===== src/rtl/ara_perf_pkg.sv =====
// Shared constants and types for the Ara/CVA6 performance counter APB block.
package ara_perf_pkg;

  // Register byte offsets (only paddr[7:0] is decoded)
  localparam logic [7:0] CtrlOff    = 8'h00;
  localparam logic [7:0] StatusOff  = 8'h04;
  localparam logic [7:0] CntBaseOff = 8'h08;

  // Counter slot assignment inside cnt_i
  localparam int unsigned RuntimeIdx = 0;
  localparam int unsigned DcacheIdx  = 1;
  localparam int unsigned IcacheIdx  = 2;
  localparam int unsigned SbFullIdx  = 3;

  typedef logic [63:0] cnt_t;

  typedef enum logic [1:0] {
    StIdle,
    StAccess,
    StResp
  } apb_state_e;

  // Offset of the last valid register (CNT<num_cnt-1>_HI)
  function automatic logic [7:0] last_cnt_off(input int unsigned num_cnt);
    return 8'(32'd12 + 32'd8 * (num_cnt - 32'd1));
  endfunction

endpackage


===== src/rtl/ara_perf_apb_fsm.sv =====
// APB3 responder state machine: one wait state per transfer, address decode and
// error classification. Register storage lives in the parent.
module ara_perf_apb_fsm
  import ara_perf_pkg::*;
#(
  parameter int unsigned NumCnt = 4
) (
  input  logic       clk_i,
  input  logic       rst_ni,
  input  logic       psel_i,
  input  logic       penable_i,
  input  logic       pwrite_i,
  input  logic [7:0] offset_i,
  output logic       access_o,
  output logic       rd_en_o,
  output logic       wr_en_o,
  output logic       err_o,
  output logic       pready_o,
  output logic       pslverr_o
);

  localparam logic [7:0] LastOff = last_cnt_off(NumCnt);

  apb_state_e state_q, state_d;
  logic       pslverr_q;
  logic       bad_access;

  // Faulty transfers: unaligned, past the last counter, or writes to read-only counters
  assign bad_access = (offset_i[1:0] != 2'b00) || (offset_i > LastOff) ||
                      (pwrite_i && (offset_i >= CntBaseOff));

  // Next-state logic; the access strobe fires only in a valid ACCESS cycle
  always_comb begin
    state_d  = state_q;
    access_o = 1'b0;
    unique case (state_q)
      StIdle: begin
        if (psel_i && !penable_i) state_d = StAccess;
      end
      StAccess: begin
        if (!psel_i) begin
          state_d = StIdle;
        end else if (penable_i) begin
          access_o = 1'b1;
          state_d  = StResp;
        end
      end
      StResp: begin
        state_d = StIdle;
      end
      default: begin
        state_d = StIdle;
      end
    endcase
  end

  assign err_o   = access_o && bad_access;
  assign rd_en_o = access_o && !bad_access && !pwrite_i;
  assign wr_en_o = access_o && !bad_access && pwrite_i;

  // State and error response registers
  always_ff @(posedge clk_i or negedge rst_ni) begin
    if (!rst_ni) begin
      state_q   <= StIdle;
      pslverr_q <= 1'b0;
    end else begin
      state_q   <= state_d;
      pslverr_q <= err_o;
    end
  end

  // Decoded from state so an async reset drops pready immediately
  assign pready_o  = (state_q == StResp);
  assign pslverr_o = pslverr_q;

endmodule


===== src/rtl/ara_perf_cnt_apb.sv =====
// Performance counter snapshot block: captures NumCnt 64-bit counters on a pulse
// and exposes them over APB as LO/HI pairs with an atomic HI shadow.
module ara_perf_cnt_apb
  import ara_perf_pkg::*;
#(
  parameter int unsigned NumCnt    = 4,
  parameter int unsigned AddrWidth = 32,
  parameter logic        EnRstVal  = 1'b0
) (
  input  logic                   clk_i,
  input  logic                   rst_ni,
  input  logic                   psel_i,
  input  logic                   penable_i,
  input  logic                   pwrite_i,
  input  logic [AddrWidth-1:0]   paddr_i,
  input  logic [31:0]            pwdata_i,
  output logic [31:0]            prdata_o,
  output logic                   pready_o,
  output logic                   pslverr_o,
  input  logic                   snap_valid_i,
  input  logic [64*NumCnt-1:0]   cnt_i,
  output logic                   cnt_en_o
);

  localparam int unsigned IdxW = (NumCnt > 1) ? $clog2(NumCnt) : 1;

  logic [7:0]      offset;
  logic            access, rd_en, wr_en, err;
  logic [IdxW-1:0] cnt_idx;
  logic            is_hi;
  logic [31:0]     rdata;

  logic        cnt_en_q, cnt_en_d;
  logic        snap_ready_q, snap_ready_d;
  logic        overrun_q, overrun_d;
  logic [31:0] shadow_q, shadow_d;
  logic [31:0] prdata_q, prdata_d;
  cnt_t        snap_q [NumCnt];

  logic unused_bits;
  assign unused_bits = ^{paddr_i[AddrWidth-1:8], pwdata_i[31:2]};

  assign offset  = paddr_i[7:0];
  // Counter pair index and LO/HI select within the counter window
  assign cnt_idx = IdxW'(offset[7:3] - 5'd1);
  assign is_hi   = offset[2];

  ara_perf_apb_fsm #(
    .NumCnt (NumCnt)
  ) u_fsm (
    .clk_i     (clk_i),
    .rst_ni    (rst_ni),
    .psel_i    (psel_i),
    .penable_i (penable_i),
    .pwrite_i  (pwrite_i),
    .offset_i  (offset),
    .access_o  (access),
    .rd_en_o   (rd_en),
    .wr_en_o   (wr_en),
    .err_o     (err),
    .pready_o  (pready_o),
    .pslverr_o (pslverr_o)
  );

  // Read mux; only consulted for decoded, error-free reads
  always_comb begin
    rdata = '0;
    if (offset == CtrlOff) begin
      rdata[0] = cnt_en_q;
    end else if (offset == StatusOff) begin
      rdata[1:0] = {overrun_q, snap_ready_q};
    end else if (is_hi) begin
      rdata = shadow_q;
    end else begin
      rdata = snap_q[cnt_idx][31:0];
    end
  end

  // Register next-state: CTRL, W1C status (capture set wins), shadow, read data
  always_comb begin
    cnt_en_d     = cnt_en_q;
    snap_ready_d = snap_ready_q;
    overrun_d    = overrun_q;
    shadow_d     = shadow_q;
    prdata_d     = prdata_q;

    if (wr_en && (offset == CtrlOff)) cnt_en_d = pwdata_i[0];
    if (wr_en && (offset == StatusOff)) begin
      if (pwdata_i[0]) snap_ready_d = 1'b0;
      if (pwdata_i[1]) overrun_d    = 1'b0;
    end
    if (snap_valid_i) begin
      overrun_d    = overrun_d | snap_ready_q;
      snap_ready_d = 1'b1;
    end

    // LO read latches the matching HI half from the pre-capture snapshot
    if (rd_en && (offset >= CntBaseOff) && !is_hi) shadow_d = snap_q[cnt_idx][63:32];

    if (rd_en) begin
      prdata_d = rdata;
    end else if (access) begin
      prdata_d = '0;
    end
  end

  // Control, status and response registers
  always_ff @(posedge clk_i or negedge rst_ni) begin
    if (!rst_ni) begin
      cnt_en_q     <= EnRstVal;
      snap_ready_q <= 1'b0;
      overrun_q    <= 1'b0;
      shadow_q     <= '0;
      prdata_q     <= '0;
    end else begin
      cnt_en_q     <= cnt_en_d;
      snap_ready_q <= snap_ready_d;
      overrun_q    <= overrun_d;
      shadow_q     <= shadow_d;
      prdata_q     <= prdata_d;
    end
  end

  // Snapshot capture of all counters
  always_ff @(posedge clk_i or negedge rst_ni) begin
    if (!rst_ni) begin
      for (int i = 0; i < NumCnt; i++) snap_q[i] <= '0;
    end else if (snap_valid_i) begin
      for (int i = 0; i < NumCnt; i++) snap_q[i] <= cnt_i[64*i +: 64];
    end
  end

  assign prdata_o = prdata_q;
  assign cnt_en_o = cnt_en_q;

endmodule


===== config.mk =====
export PLATFORM = sky130hd
export DESIGN_NAME = ara_perf_cnt_apb
export DESIGN_NICKNAME = d
export VERILOG_FILES = /design/src/rtl/ara_perf_pkg.sv /design/src/rtl/ara_perf_apb_fsm.sv /design/src/rtl/ara_perf_cnt_apb.sv
export SDC_FILE = /design/constraint.sdc
export NUM_CORES = 1
export LEC_CHECK = 0
export ABC_AREA = 1
export CAP_MARGIN = 20
export CELL_PAD_IN_SITES_DETAIL_PLACEMENT = 1
export CELL_PAD_IN_SITES_GLOBAL_PLACEMENT = 2
export CORE_AREA = 2 2 229 231
export DETAILED_ROUTE_END_ITERATION = 12
export DIE_AREA = 0 0 231 233
export MAX_ROUTING_LAYER = met4
export PLACE_DENSITY = 0.81
export SKIP_LAST_GASP = 1
export SLEW_MARGIN = 30
export SYNTH_ARGS = -nofsm -noshare
export SYNTH_HDL_FRONTEND = slang
export SYNTH_SLANG_ARGS = --single-unit

===== constraint.sdc =====
create_clock -name clk_i -period 2.25 [get_ports clk_i]
set_clock_uncertainty 0.2 [all_clocks]
set_input_delay 0.45 -clock clk_i [delete_from_list [all_inputs] [get_ports clk_i]]
set_output_delay 0.45 -clock clk_i [all_outputs]
set_load 0.03 [all_outputs]

### Yosys cells after proc, flatten, opt, wreduce, memory -nomap -nowiden

Cells that the tools add are included.

* flip-flop bits (word level): 326

* add/sub/neg operators: 1
* magnitude comparators: 3
* equality and inequality tests: 5
* mux-type cells: 23
* bitwise logic cells: 2
* reductions and logical operators: 24

Operators by type and width (number)
* $bmux W64 S2: 1
* $mux W64: 2
* $mux W32: 3
* $mux W31: 1
* $mux W30: 1
* $logic_and A1 B1 Y1: 10
* $mux W1: 10
* $eq A8 B3 Y1 const B: 1
* $ge A8 B4 Y1 const B: 1
* $gt A8 B6 Y1 const B: 1
* $logic_not A8 Y1: 1
* $mux W2: 4
* $reduce_bool A2 Y1: 4
* $logic_not A1 Y1: 4
* $pmux W2 S2: 1
* $reduce_and A2 Y1: 2
* $ge A3 B3 Y1 const B: 1
* $ne A3 B3 Y1 const B: 1
* $not A2 Y3: 1
* $eq A2 B1 Y1 const B: 1
* $eq A2 B2 Y1 const B: 1
* $logic_not A2 Y1: 1
* $logic_or A1 B1 Y1: 2
* $ne A2 B1 Y1 const B: 1
* 2 further kinds: 2

### Longest topological paths before layout

* depth in word-level cells: 10
* depth in mapped cells: 14

### Modules after synthesis

A second synthesis with hierarchy kept.

* cell total of the unflattened synthesis: 1800
* area total of the unflattened synthesis: 14203.6 µm²

Modules (own cells, without submodules)
* ara_perf_cnt_apb: times used 1, cells each 1776, area an instance 14008.4 µm²
* ara_perf_apb_fsm: times used 1, cells each 24, area an instance 195.2 µm²

### Least setup slack after synthesis

OpenSTA, ideal clock, no wires.

* path kind: in2reg
* start: input paddr_i[2]
* end: register shadow_q[24]
* setup time: 0.122 ns
* arrival time: 1.513 ns
* required time: 1.928 ns
* path slack: 0.415 ns
* cell stages on the path: 13
* path buffers: 2
* cells stage by stage: buf_4 inv_2 nor2_2 nand2_1 nand2_1 nand2_1 nand2_2 nand3_2 nor2_4 nand2_2 buf_2 nand2_1 o21ai_1

* word-level cells in the longest chain between the ends: 8
* elaborated cells between the ends (all ways): 11

RTL lines
* start, declared: RTL line ara_perf_cnt_apb.sv:15 `input logic [AddrWidth-1:0] paddr_i,`
* $gt A8 B6 Y1 / $ge A8 B4 Y1 (equally long branches): RTL line ara_perf_apb_fsm.sv:29, ara_perf_apb_fsm.sv:30, ara_perf_cnt_apb.sv:98
* $logic_or A1 B1 Y1 / $logic_and A1 B1 Y1 (equally long branches): RTL line ara_perf_apb_fsm.sv:29, ara_perf_apb_fsm.sv:30
* $logic_or A1 B1 Y1: RTL line ara_perf_apb_fsm.sv:29 `assign bad_access = (offset_i[1:0] != 2'b00) || (offset_i > LastOff) ||`
* $logic_not A1 Y1: RTL line ara_perf_apb_fsm.sv:58 `assign rd_en_o = access_o && !bad_access && !pwrite_i;`
* $logic_and A1 B1 Y1 (2 in series): RTL line ara_perf_apb_fsm.sv:58
* $logic_and A1 B1 Y1: RTL line ara_perf_cnt_apb.sv:98 `if (rd_en && (offset >= CntBaseOff) && !is_hi) shadow_d = snap_q[cnt_idx][63:32];`
* $logic_and A1 B1 Y1 (*): RTL line ara_perf_cnt_apb.sv:98
* end signal, assigned: RTL line ara_perf_cnt_apb.sv:119 `shadow_q <= shadow_d;`
* end, declared: RTL line ara_perf_cnt_apb.sv:36 `logic [31:0] shadow_q, shadow_d;`

Every way passes the cells marked *; elsewhere a longest branch is shown, timed or not.
A chain may end at the register's enable or synchronous reset.

### Worst setup path in the final report

* start: register u_fsm.pslverr_q (netlist: u_fsm.pslverr_o)
* end: output pslverr_o

RTL lines
* start, declared: RTL line ara_perf_apb_fsm.sv:25 `logic pslverr_q;`
* start signal, assigned: RTL line ara_perf_apb_fsm.sv:68 `pslverr_q <= err_o;`
* end, declared: RTL line ara_perf_cnt_apb.sv:19 `output logic pslverr_o,`

No word-level cell between the ends.

==> flow_summary.ini <==
[route]
wl_met3_microns = 3050
finalWirelength_microns = 53000
drt_pass1_iterations = 5
antenna_left = 0
top_layer = met4
route.detailed.drc = 0
vias = 12700
drtIter0Drc = 698
wl_met2_microns = 24900
wl_per_cell_microns = 19.2
avgViaCountPerCell = 4.62
met1_length_microns = 23900

[clock_tree]
cts.clk_slew.worst_paths_ns = 0.06
tritoncts = done
clockBufferDepth = 3
cts_buffers = 39
htree_levels = 2
cts_sinks = 326
clock_latency_ns = 0.55
cts-root-buf = clkbuf_16

[die]
die_y_microns = 233
die_width_microns = 231
initial_utilization_pct = 27.8
core_sq_mm = 0.0511
die_area_sq_mm = 0.0538
ios = 361
rows = 83

[sta]
min_period_over_period_pct = 97.5
rsz0062_at_grt = false
finalHoldViolCount = 0
clock.fmax_ghz = 0.456
setup_violations = 0
timing.slew.headroom_pct = 52.3
hold_slack_ns = 0.144
worstMarginPinSlew_ns = 0.716
min_period_ns = 2.19
finalMaxSlewViolations = 0

[critical_path]
cp_slowest_cell = clkdlybuf4s50_1
slowest_delay_ns = 0.67
worstReg2RegEnd = prdata_o[19]
r2r-start = u_fsm.state_q[1]
endpoint_kind = output port
ff2ff_setup_slack_ns = 0.50
required_ns = 1.60
critPathMaxFanout = 1
arrival_ns = 1.54
worstPathCellList = clkdlybuf4s50_1
rr_worst_depth = 11
timing.critical_path.buf_inv = 1
start_kind = register
crit_family = buffers and inverters
path_class = reg2out

[worst_hold_path]
hp-start = snap_valid_i
hp-class = in2reg
min_to = snap_q[181]
min_path_cells = 4

[logic_synthesis]
yosysTopAreaCellShare_pct = 57.5
synth_edf_count = 0
synth-async-reset-ratio_pct = 100
yosys-top-cells-area = dfrtp_1 (57%), nand2_1 (20%), o21ai_0 (6.3%)
syn_area_sq_mm = 0.0142
yosys-top-cells-count = nand2_1 (744), dfrtp_1 (326), o21ai_0 (180)
yosysSeqAreaShare_pct = 57.5
synth_most_common_cell = nand2_1
yosys.area.top_type = dfrtp_1
synth.net_count = 2055
ys_ff_latch = 326
synthFlopType = dfrtp_1
synth_cell_type_count = 31
syn_avg_cell_area_sq_um = 8.21
netlist_instances = 1729
yosysWarnings = 0

[grt]
antenna_found_initial = 6
grt_start_max_net_pins = 118
grt_pass1_vias = 13600
grt_overflow = 0
grtUsageTotal_pct = 20.5
grt_pass1_wl_microns = 81400

[cells_and_area]
fill_cells = 6041
area_delta_synth_final_pct = 39.1
finalInstanceArea_sq_mm = 0.0197
layout-drive-gt1-share_pct = 8.05
fin_nets = 2372

[place]
port_buffers = 306
dp_hpwl_microns = 38700
gp_congestion = 0.842
placed_area_sq_mm = 0.0185

[run]
maxCapViolations = 0

[power_and_ir_drop]
power_density_mw_per_mm2 = 750
irDropWorstVdd_v = 0.000439
p_leak_nw = 9.55

[run_status]
status = finished, final reports clean
layer usage:
metal | track usage, % | vias to the layer above
li1 | - | 6140
met2 | 32.4 | 262
met3 | 5.16 | 64
met5 | - | -
met4 | 5.40 | 0
met1 | 26.2 | 6274
logic make-up after synthesis:
group | share of synthesized area (%)
buffers and inverters | 6.73
flip-flops | 57.5
AO/OA/AOI/OAI | 13.7
AND/OR/NAND/NOR | 22.1
worst max path at each step:
stage	start	end	slack, ns	cells past startpoint
6_report	u_fsm.pslverr_o	pslverr_o	0.06	1
5_1_grt	paddr_i[4]	prdata_o[27]	0.002	10
4_1_cts	u_fsm.pslverr_o	pslverr_o	0.02	1
3_5_place_dp	paddr_i[4]	prdata_o[27]	-0.48	10
3_3_place_gp	paddr_i[4]	prdata_o[27]	-0.37	10
2_1_floorplan	paddr_i[2]	shadow_q[24]	0.42	13
per-stage QoR:
| step | setup WS [ns] | setup TNS (ns) | instances | power (mW) | utilization (%) |
|---|---|---|---|---|---|
| after floorplan | 0.415 | 0 | 1729 | 7.39 | - |
| after global placement | -0.375 | -13.28 | 2684 | 8.55 | 36.2 |
| after detailed placement | -0.477 | -13.57 | 2684 | 8.62 | 36.2 |
| after CTS | 0.0187 | 0 | 2754 | 15.0 | 38.6 |
| after global routing | 0.00178 | 0 | 2759 | 15.5 | 38.6 |
| final | 0.0570 | 0 | 2759 | 14.8 | 38.6 |
state kept, by name, indices dropped and copies added (netlist names):
signal / count
snap_ready_q: 1
cnt_en_o: 1
shadow_q: 32
overrun_q: 1
u_fsm.state_q: 2
snap_q: 256
u_fsm.pslverr_o: 1
prdata_o: 32
power breakdown:
group | leakage [nW] | switching (mW) | internal (mW)
clock network | 0.628 | 2.54 | 3.78
registers | 4.08 | 0.179 | 6.28
logic | 4.84 | 1.13 | 0.890
cell type report:
cell class                 count  area (sq um)  area share (%)
clock buffer                  62          1200            6.10
sequential                   326          8160            41.3
inverter                     132           502            2.54
timing repair buffer         383          3860            19.6
clock inverter                 7          63.8           0.323
multi-input combinational   1164          5090            25.8
tap                          680           851            4.31
antenna                        5          12.5          0.0634
worst register-to-register path: cells and delay by family, from the launching register on:
| kind | cells | cell delay, ns |
|---|---|---|
| buffers and inverters | 5 | 0.64 |
| DFF | 1 | 0.36 |
| and+or+nand+nor | 6 | 0.50 |
repair_timing:
item                                    CTS  global route
endpoints found under the setup margin   29             0
buffers inserted                          0             0
hold buffers                              1             0
hold endpoints to repair                 70             0
resized for setup                        29             0
cells in the final DEF, fill, tap and decap left out, types with 3 or more instances in the layout:
master             n
or2_2              3
clkdlybuf4s50_1  269
nand4_1           10
inv_1            128
o22ai_1           44
o211ai_1           7
buf_12            21
buf_4             60
nand2_1          743
nor2_1            21
diode_2            5
o21ai_0          180
o21ai_1           50
a21oi_1           44
dfrtp_1          326
o221ai_1          11
clkbuf_1          11
nor2_2             3
o21ai_2            5
o21bai_1          11
clkbuf_8          10
dlygate4sd2_1     29
clkinv_2           6
clkbuf_16         41
nand3_1           19
nand2_2            5
(Power assumes the default switching activity.)
